File: src/rtl/ball_pkg.sv
// ball_pkg: shared types and constants for the ball_flight delivery engine.
//   - state_e   : delivery FSM states
//   - RUNS_*    : runs awarded for a hit, by swing-window tick
//   - result_t  : packed result flags (hit, out, runs) and canned values
package ball_pkg;

    typedef enum logic [1:0] {
        S_IDLE   = 2'd0,
        S_FLIGHT = 2'd1,
        S_WINDOW = 2'd2,
        S_RESULT = 2'd3
    } state_e;

    // Swing-window tick counter width; SWING_WIN must fit in it.
    localparam int WIN_CNT_W = 8;

    // Earlier swings earn fewer runs; late swings hit the boundary.
    localparam logic [2:0] RUNS_0 = 3'd1;
    localparam logic [2:0] RUNS_1 = 3'd2;
    localparam logic [2:0] RUNS_2 = 3'd4;
    localparam logic [2:0] RUNS_3 = 3'd6;

    typedef struct packed {
        logic       hit;
        logic       out;
        logic [2:0] runs;
    } result_t;

    localparam result_t RES_CLEAR = '{hit: 1'b0, out: 1'b0, runs: 3'd0};
    localparam result_t RES_WIDE  = '{hit: 1'b0, out: 1'b0, runs: 3'd1};

    function automatic logic [2:0] runs_for(input logic [WIN_CNT_W-1:0] w);
        logic [2:0] r;
        case (w)
            8'd0:    r = RUNS_0;
            8'd1:    r = RUNS_1;
            8'd2:    r = RUNS_2;
            default: r = RUNS_3;
        endcase
        return r;
    endfunction

endpackage

File: src/rtl/ball_flight_stepper.sv
// ball_stepper: combinational next ball position for one frame tick.
//   x_i/y_i   : current position
//   dx_i/dy_i : step sizes
//   x_o       : x + dx, saturated at X_MAX
//   y_o       : y + dy, clamped at BAT_Y
//   cross_o   : the step reaches or passes the crease row
//   ovf_o     : the unsaturated x sum exceeds X_MAX
module ball_stepper
    import ball_pkg::*;
#(
    parameter logic [7:0] X_MAX = 8'd159,
    parameter logic [6:0] BAT_Y = 7'd100
) (
    input  logic [7:0] x_i,
    input  logic [6:0] y_i,
    input  logic [3:0] dx_i,
    input  logic [3:0] dy_i,
    output logic [7:0] x_o,
    output logic [6:0] y_o,
    output logic       cross_o,
    output logic       ovf_o
);

    logic [8:0] x_sum;
    logic [7:0] y_sum;

    // Widened sums so that overflow past the field edge is visible.
    assign x_sum   = {1'b0, x_i} + {5'd0, dx_i};
    assign y_sum   = {1'b0, y_i} + {4'd0, dy_i};

    assign ovf_o   = (x_sum > {1'b0, X_MAX});
    assign cross_o = (y_sum >= {1'b0, BAT_Y});
    assign x_o     = ovf_o   ? X_MAX : x_sum[7:0];
    assign y_o     = cross_o ? BAT_Y : y_sum[6:0];

endmodule

File: src/rtl/ball_flight.sv
// ball_flight: cricket delivery engine. Accepts a throw, moves the ball one
// step per frame tick, opens a swing window at the crease and resolves the
// delivery as a hit (with runs), dot ball, out, or wide.
//   clock, reset (async, active-low), tick (frame enable)
//   throw, dx, dy      : bowler request and step sizes
//   swing              : batter swing (level)
//   ball_x, ball_y     : ball position
//   busy               : FLIGHT or WINDOW
//   done               : one-cycle pulse when a result is produced
//   hit, out, runs     : result, held until the next accepted throw
// Build option: define WIDE_CHECK_EN to end a delivery as a wide when the
// ball would pass X_MAX; otherwise x saturates and the flight continues.
// Handshake: throw is a level request, accepted only in IDLE; after the
// result the FSM waits for throw to drop before it can accept another.
module ball_flight
    import ball_pkg::*;
#(
    parameter logic [7:0] START_X   = 8'd20,
    parameter logic [6:0] START_Y   = 7'd10,
    parameter logic [6:0] BAT_Y     = 7'd100,
    parameter logic [7:0] STUMP_XL  = 8'd70,
    parameter logic [7:0] STUMP_XR  = 8'd90,
    parameter logic [7:0] X_MAX     = 8'd159,
    parameter int         SWING_WIN = 4
) (
    input  logic       clock,
    input  logic       reset,
    input  logic       tick,
    input  logic       throw,
    input  logic [3:0] dx,
    input  logic [3:0] dy,
    input  logic       swing,
    output logic [7:0] ball_x,
    output logic [6:0] ball_y,
    output logic       busy,
    output logic       done,
    output logic       hit,
    output logic       out,
    output logic [2:0] runs
);

`ifdef WIDE_CHECK_EN
    localparam bit WIDE_EN = 1'b1;
`else
    localparam bit WIDE_EN = 1'b0;
`endif

    localparam logic [WIN_CNT_W-1:0] WIN_LAST = WIN_CNT_W'(SWING_WIN - 1);

    state_e               state_q, state_d;
    logic [7:0]           x_q, x_d;
    logic [6:0]           y_q, y_d;
    logic [3:0]           dx_q, dx_d;
    logic [3:0]           dy_q, dy_d;
    logic [WIN_CNT_W-1:0] win_q, win_d;
    result_t              res_q, res_d;
    logic                 done_q, done_d;

    logic [7:0] step_x;
    logic [6:0] step_y;
    logic       step_cross;
    logic       step_ovf;
    logic       in_stumps;

    ball_stepper #(
        .X_MAX (X_MAX),
        .BAT_Y (BAT_Y)
    ) u_stepper (
        .x_i     (x_q),
        .y_i     (y_q),
        .dx_i    (dx_q),
        .dy_i    (dy_q),
        .x_o     (step_x),
        .y_o     (step_y),
        .cross_o (step_cross),
        .ovf_o   (step_ovf)
    );

    assign in_stumps = (x_q >= STUMP_XL) && (x_q <= STUMP_XR);

    always_comb begin
        state_d = state_q;
        x_d     = x_q;
        y_d     = y_q;
        dx_d    = dx_q;
        dy_d    = dy_q;
        win_d   = win_q;
        res_d   = res_q;
        done_d  = 1'b0;
        case (state_q)
            S_IDLE: begin
                if (throw) begin
                    dx_d    = dx;
                    dy_d    = dy;
                    x_d     = START_X;
                    y_d     = START_Y;
                    res_d   = RES_CLEAR;
                    state_d = S_FLIGHT;
                end
            end
            S_FLIGHT: begin
                if (tick) begin
                    x_d = step_x;
                    y_d = step_y;
                    // A wide takes precedence over reaching the crease.
                    if (WIDE_EN && step_ovf) begin
                        res_d   = RES_WIDE;
                        done_d  = 1'b1;
                        state_d = S_RESULT;
                    end else if (step_cross) begin
                        win_d   = '0;
                        state_d = S_WINDOW;
                    end
                end
            end
            S_WINDOW: begin
                // Swing is checked first so it beats the expiring tick.
                if (swing) begin
                    res_d.hit  = 1'b1;
                    res_d.out  = 1'b0;
                    res_d.runs = runs_for(win_q);
                    done_d     = 1'b1;
                    state_d    = S_RESULT;
                end else if (tick) begin
                    if (win_q == WIN_LAST) begin
                        res_d.hit  = 1'b0;
                        res_d.out  = in_stumps;
                        res_d.runs = 3'd0;
                        done_d     = 1'b1;
                        state_d    = S_RESULT;
                    end else begin
                        win_d = win_q + 1'b1;
                    end
                end
            end
            S_RESULT: begin
                if (!throw) begin
                    state_d = S_IDLE;
                end
            end
            default: state_d = S_IDLE;
        endcase
    end

    always_ff @(posedge clock or negedge reset) begin
        if (!reset) begin
            state_q <= S_IDLE;
            x_q     <= START_X;
            y_q     <= START_Y;
            dx_q    <= 4'd0;
            dy_q    <= 4'd0;
            win_q   <= '0;
            res_q   <= RES_CLEAR;
            done_q  <= 1'b0;
        end else begin
            state_q <= state_d;
            x_q     <= x_d;
            y_q     <= y_d;
            dx_q    <= dx_d;
            dy_q    <= dy_d;
            win_q   <= win_d;
            res_q   <= res_d;
            done_q  <= done_d;
        end
    end

    assign ball_x = x_q;
    assign ball_y = y_q;
    assign busy   = (state_q == S_FLIGHT) || (state_q == S_WINDOW);
    assign done   = done_q;
    assign hit    = res_q.hit;
    assign out    = res_q.out;
    assign runs   = res_q.runs;

endmodule
File: config.mk
export PLATFORM = sky130hd
export DESIGN_NAME = ball_flight
export DESIGN_NICKNAME = d
export VERILOG_FILES = /design/src/rtl/ball_pkg.sv /design/src/rtl/ball_flight_stepper.sv /design/src/rtl/ball_flight.sv
export SDC_FILE = /design/constraint.sdc
export NUM_CORES = 1
export LEC_CHECK = 0
export CORE_ASPECT_RATIO = 1.2
export CORE_UTILIZATION = 45
export CTS_CLUSTER_SIZE = 25
export DETAILED_ROUTE_END_ITERATION = 7
export PLACE_DENSITY = 0.79
export SKIP_CTS_REPAIR_TIMING = 1
export SLEW_MARGIN = 20
export SYNTH_ARGS = -nofsm -noshare
export SYNTH_HDL_FRONTEND = slang
export SYNTH_SLANG_ARGS = --single-unit
File: constraint.sdc
create_clock -name clock -period 5.7 [get_ports clock]
set_clock_uncertainty 0.15 [all_clocks]
set_input_delay 1.14 -clock clock [delete_from_list [all_inputs] [get_ports clock]]
set_output_delay 1.14 -clock clock [all_outputs]
set_load 0.02 [all_outputs]
==> flow_summary.json <==
{
  "status": "finished clean",
  "p_total_mw": 0.5220,
  "whs_ps": 375.1,
  "die_w_um": 70.06,
  "ios": 35,
  "antenna_found_initial": 0,
  "coreArea_mm2": 0.005334,
  "dieHeight_um": 83.67,
  "ys_ff_latch": 39,
  "vias": 2188,
  "slew_viol_final": 0,
  "path_delay_family": "compound AO/OA/AOI/OAI gates",
  "drt.antenna.violating_nets": 0,
  "htree_levels": 2,
  "areaGrowthSynthToFinish_pct": 17.96,
  "required_ps": 5770,
  "finalSetupViolations": 0,
  "io_buffers": 34,
  "rows": 29,
  "nets": 331,
  "crit_type": "reg -> reg",
  "synth_top_area_frac": 0.3502,
  "synth_edf_count": 0,
  "multiInputGateArea_mm2": 0.001393,
  "synthXorXnorAreaFrac": 0.01751,
  "totalWireLength_mm": 5.529,
  "initial_utilization": 0.4689,
  "diodes": 0,
  "grt_pass1_vias": 2083,
  "muxShareOfSynthArea": 0.04852,
  "ys_warn_count": 0,
  "crit_arrival_ps": 3140,
  "grt_max_degree": 40,
  "regArea_um2": 980.9,
  "timing.final.hold_violations": 0,
  "synth_top_cell_by_area": "dfrtp_1",
  "peakVddDrop_v": 0.0001443,
  "post-route-util": 0.5531,
  "postSynth.asyncResetShare": 1.000,
  "clock_sinks": 39,
  "grt_pass1_wl_mm": 9.577,
  "synth-adder-area-share": 0.09605,
  "viasPerCell": 6.028,
  "relSlewSlack": 0.4230,
  "synth_compound_area_frac": 0.2496,
  "ys_seq_area_frac": 0.3922,
  "cts.reportedPaths.clkPinSlew_ps": 80,
  "hold_path.class": "reg -> reg",
  "fin_cells": 363,
  "post-synth-top-count-cell": "dfrtp_1",
  "cts_max_path_buffers": 2,
  "cts_buffers": 5,
  "crit_buf_inv": 1,
  "drive_gt1_frac": 0.08306,
  "tritoncts": "done",
  "synth.avg_cell_area_um2": 9.368,
  "root_buffer": "clkbuf_8",
  "synth_cells": 267,
  "leakagePower_nw": 1.324,
  "syn-num-nets": 298,
  "insertion_delay_ps": 300,
  "routedWlPerCell_um": 15.23,
  "cp_max_fo": 9,
  "synthTopCellsByCount": "dfrtp_1, nor2_1, inv_1, nand2_1, o21ai_0",
  "gp_congestion": 0.8729,
  "fillerInstances": 486,
  "fin_crit_sh": 0.5379,
  "critical-path-slowest-cell": "fa_1",
  "worstMarginPinSlew_ps": 865.5,
  "power-per-cell-area_mw_per_mm2": 176.9,
  "endpoint_kind": "register",
  "tns_ps": 0,
  "yosys.area_share.simple": 0.1451,
  "grt_use_total": 0.2053,
  "synth.area.top_cells": "dfrtp_1, ha_1, dfstp_2",
  "syn-cell-area_mm2": 0.002501,
  "die_area_mm2": 0.005862,
  "placed_cells": 355,
  "synth_top_family_by_area": "compound AO/OA/AOI/OAI gates",
  "fmax_mhz": 326.2,
  "drc": 0,
  "rsz0062_at_grt": "no",
  "startpoint_type": "register",
  "yosys.cell_types.count": 52,
  "ys_dominant_reg_cell": "dfrtp_1",
  "cpPeakStageDelay_ps": 440,
  "dr.pass1.iters": 4,
  "cap_viol_max_count": 0,
  "gr-total-overflow": 0,
  "drtIter0Drc": 192,
  "dp_hpwl_mm": 4.021,
  "fin_crit_ps": 3066,
  "crit_path_cell_trace": "ha_1 > inv_1 > fa_1 > nand2b_1 > a211oi_1 > a22oi_2 > nand2_1 > o21a_1 > mux2i_1"
}
final cells by class:
| cell class | instances | area share |
|---|---|---|
| clock buffer | 7 | 0.02587 |
| multi-input combinational | 198 | 0.4720 |
| inverter | 22 | 0.02799 |
| clock inverter | 1 | 0.001696 |
| tap | 62 | 0.02629 |
| sequential | 39 | 0.3325 |
| timing repair buffer | 34 | 0.1137 |
report_power, final:
group | leakage (nW) | internal [mW] | switching [mW]
sequential | 0.499 | 0.283 | 0.00443
clock | 0.0422 | 0.0859 | 0.0970
combinational | 0.783 | 0.0229 | 0.0290
cell usage in the layout, fill, tap and decap left out, types with 3 or more instances in the layout:
| cell | count |
|---|---|
| a211oi_1 | 5 |
| a21o_1 | 5 |
| nand2b_1 | 5 |
| a22oi_1 | 5 |
| nand2_1 | 17 |
| a21oi_1 | 11 |
| o311a_1 | 3 |
| clkdlybuf4s50_1 | 33 |
| dfstp_2 | 4 |
| dfrtp_1 | 35 |
| inv_1 | 22 |
| xnor2_1 | 3 |
| nor2b_1 | 4 |
| and3_1 | 6 |
| a32o_1 | 5 |
| o21ai_0 | 17 |
| nand3_1 | 12 |
| ha_1 | 16 |
| o221ai_1 | 3 |
| a31oi_1 | 5 |
| o211ai_1 | 5 |
| o22ai_1 | 4 |
| mux2_2 | 9 |
| nor2_1 | 23 |
| clkbuf_8 | 5 |
per-layer routing:
| metal | vias up | wire length [µm] | global-route usage |
|---|---|---|---|
| met1 | 1056 | 2343 | 0.2512 |
| met4 | 0 | 172 | 0.1091 |
| met3 | 19 | 205 | 0.04106 |
| met2 | 55 | 2808 | 0.3383 |
| met5 | - | 0 | 0 |
| li1 | 1058 | - | - |
state kept, by name (all words and copies together) (netlist names):
register  cells
dy_q          4
dx_q          4
win_q         8
ball_x        8
ball_y        7
done          1
out           1
runs          3
state_q       2
hit           1
cell families after synthesis:
logic type,count (synthesis)
buffers and inverters,30
and+or+nand+nor,76
DFF,39
AOI/OAI and AO/OA,88
xor gates and xnor gates,5
muxes,11
adders and majority gates,18
metrics by stage:
stage,instance area [µm²],setup WS [ps]
after floorplan,2501,2973
after global placement,2869,2595
after detailed placement,2869,2532
after CTS,2950,2666
after global routing,2950,2432
final,2950,2634
worst reg2reg max path, cell delays in order (launching register included):
cell	delay [ps]
dfrtp_1	390
ha_1	240
inv_1	70
fa_1	440
nand2b_1	210
a211oi_1	390
a22oi_2	210
nand2_1	320
o21a_1	350
mux2i_1	220
final timing paths:
path                       slack [ps]  cells after the start                    to             startpoint
hold / removal                    380                      1   dy_q[3]$_DFFE_PN0P_    dy_q[3]$_DFFE_PN0P_
max in group asynchronous        4050                      1   runs[2]$_DFFE_PN0P_                  reset
setup / recovery                 2630                      9  win_q[1]$_DFFE_PN0P_  ball_y[0]$_DFFE_PN0P_
setup reg to reg                 2630                      9  win_q[1]$_DFFE_PN0P_  ball_y[0]$_DFFE_PN0P_
hold reg to reg                   380                      1   dy_q[3]$_DFFE_PN0P_    dy_q[3]$_DFFE_PN0P_
min in group asynchronous         800                      1   dx_q[2]$_DFFE_PN0P_                  reset
(Power assumes the default switching activity.)
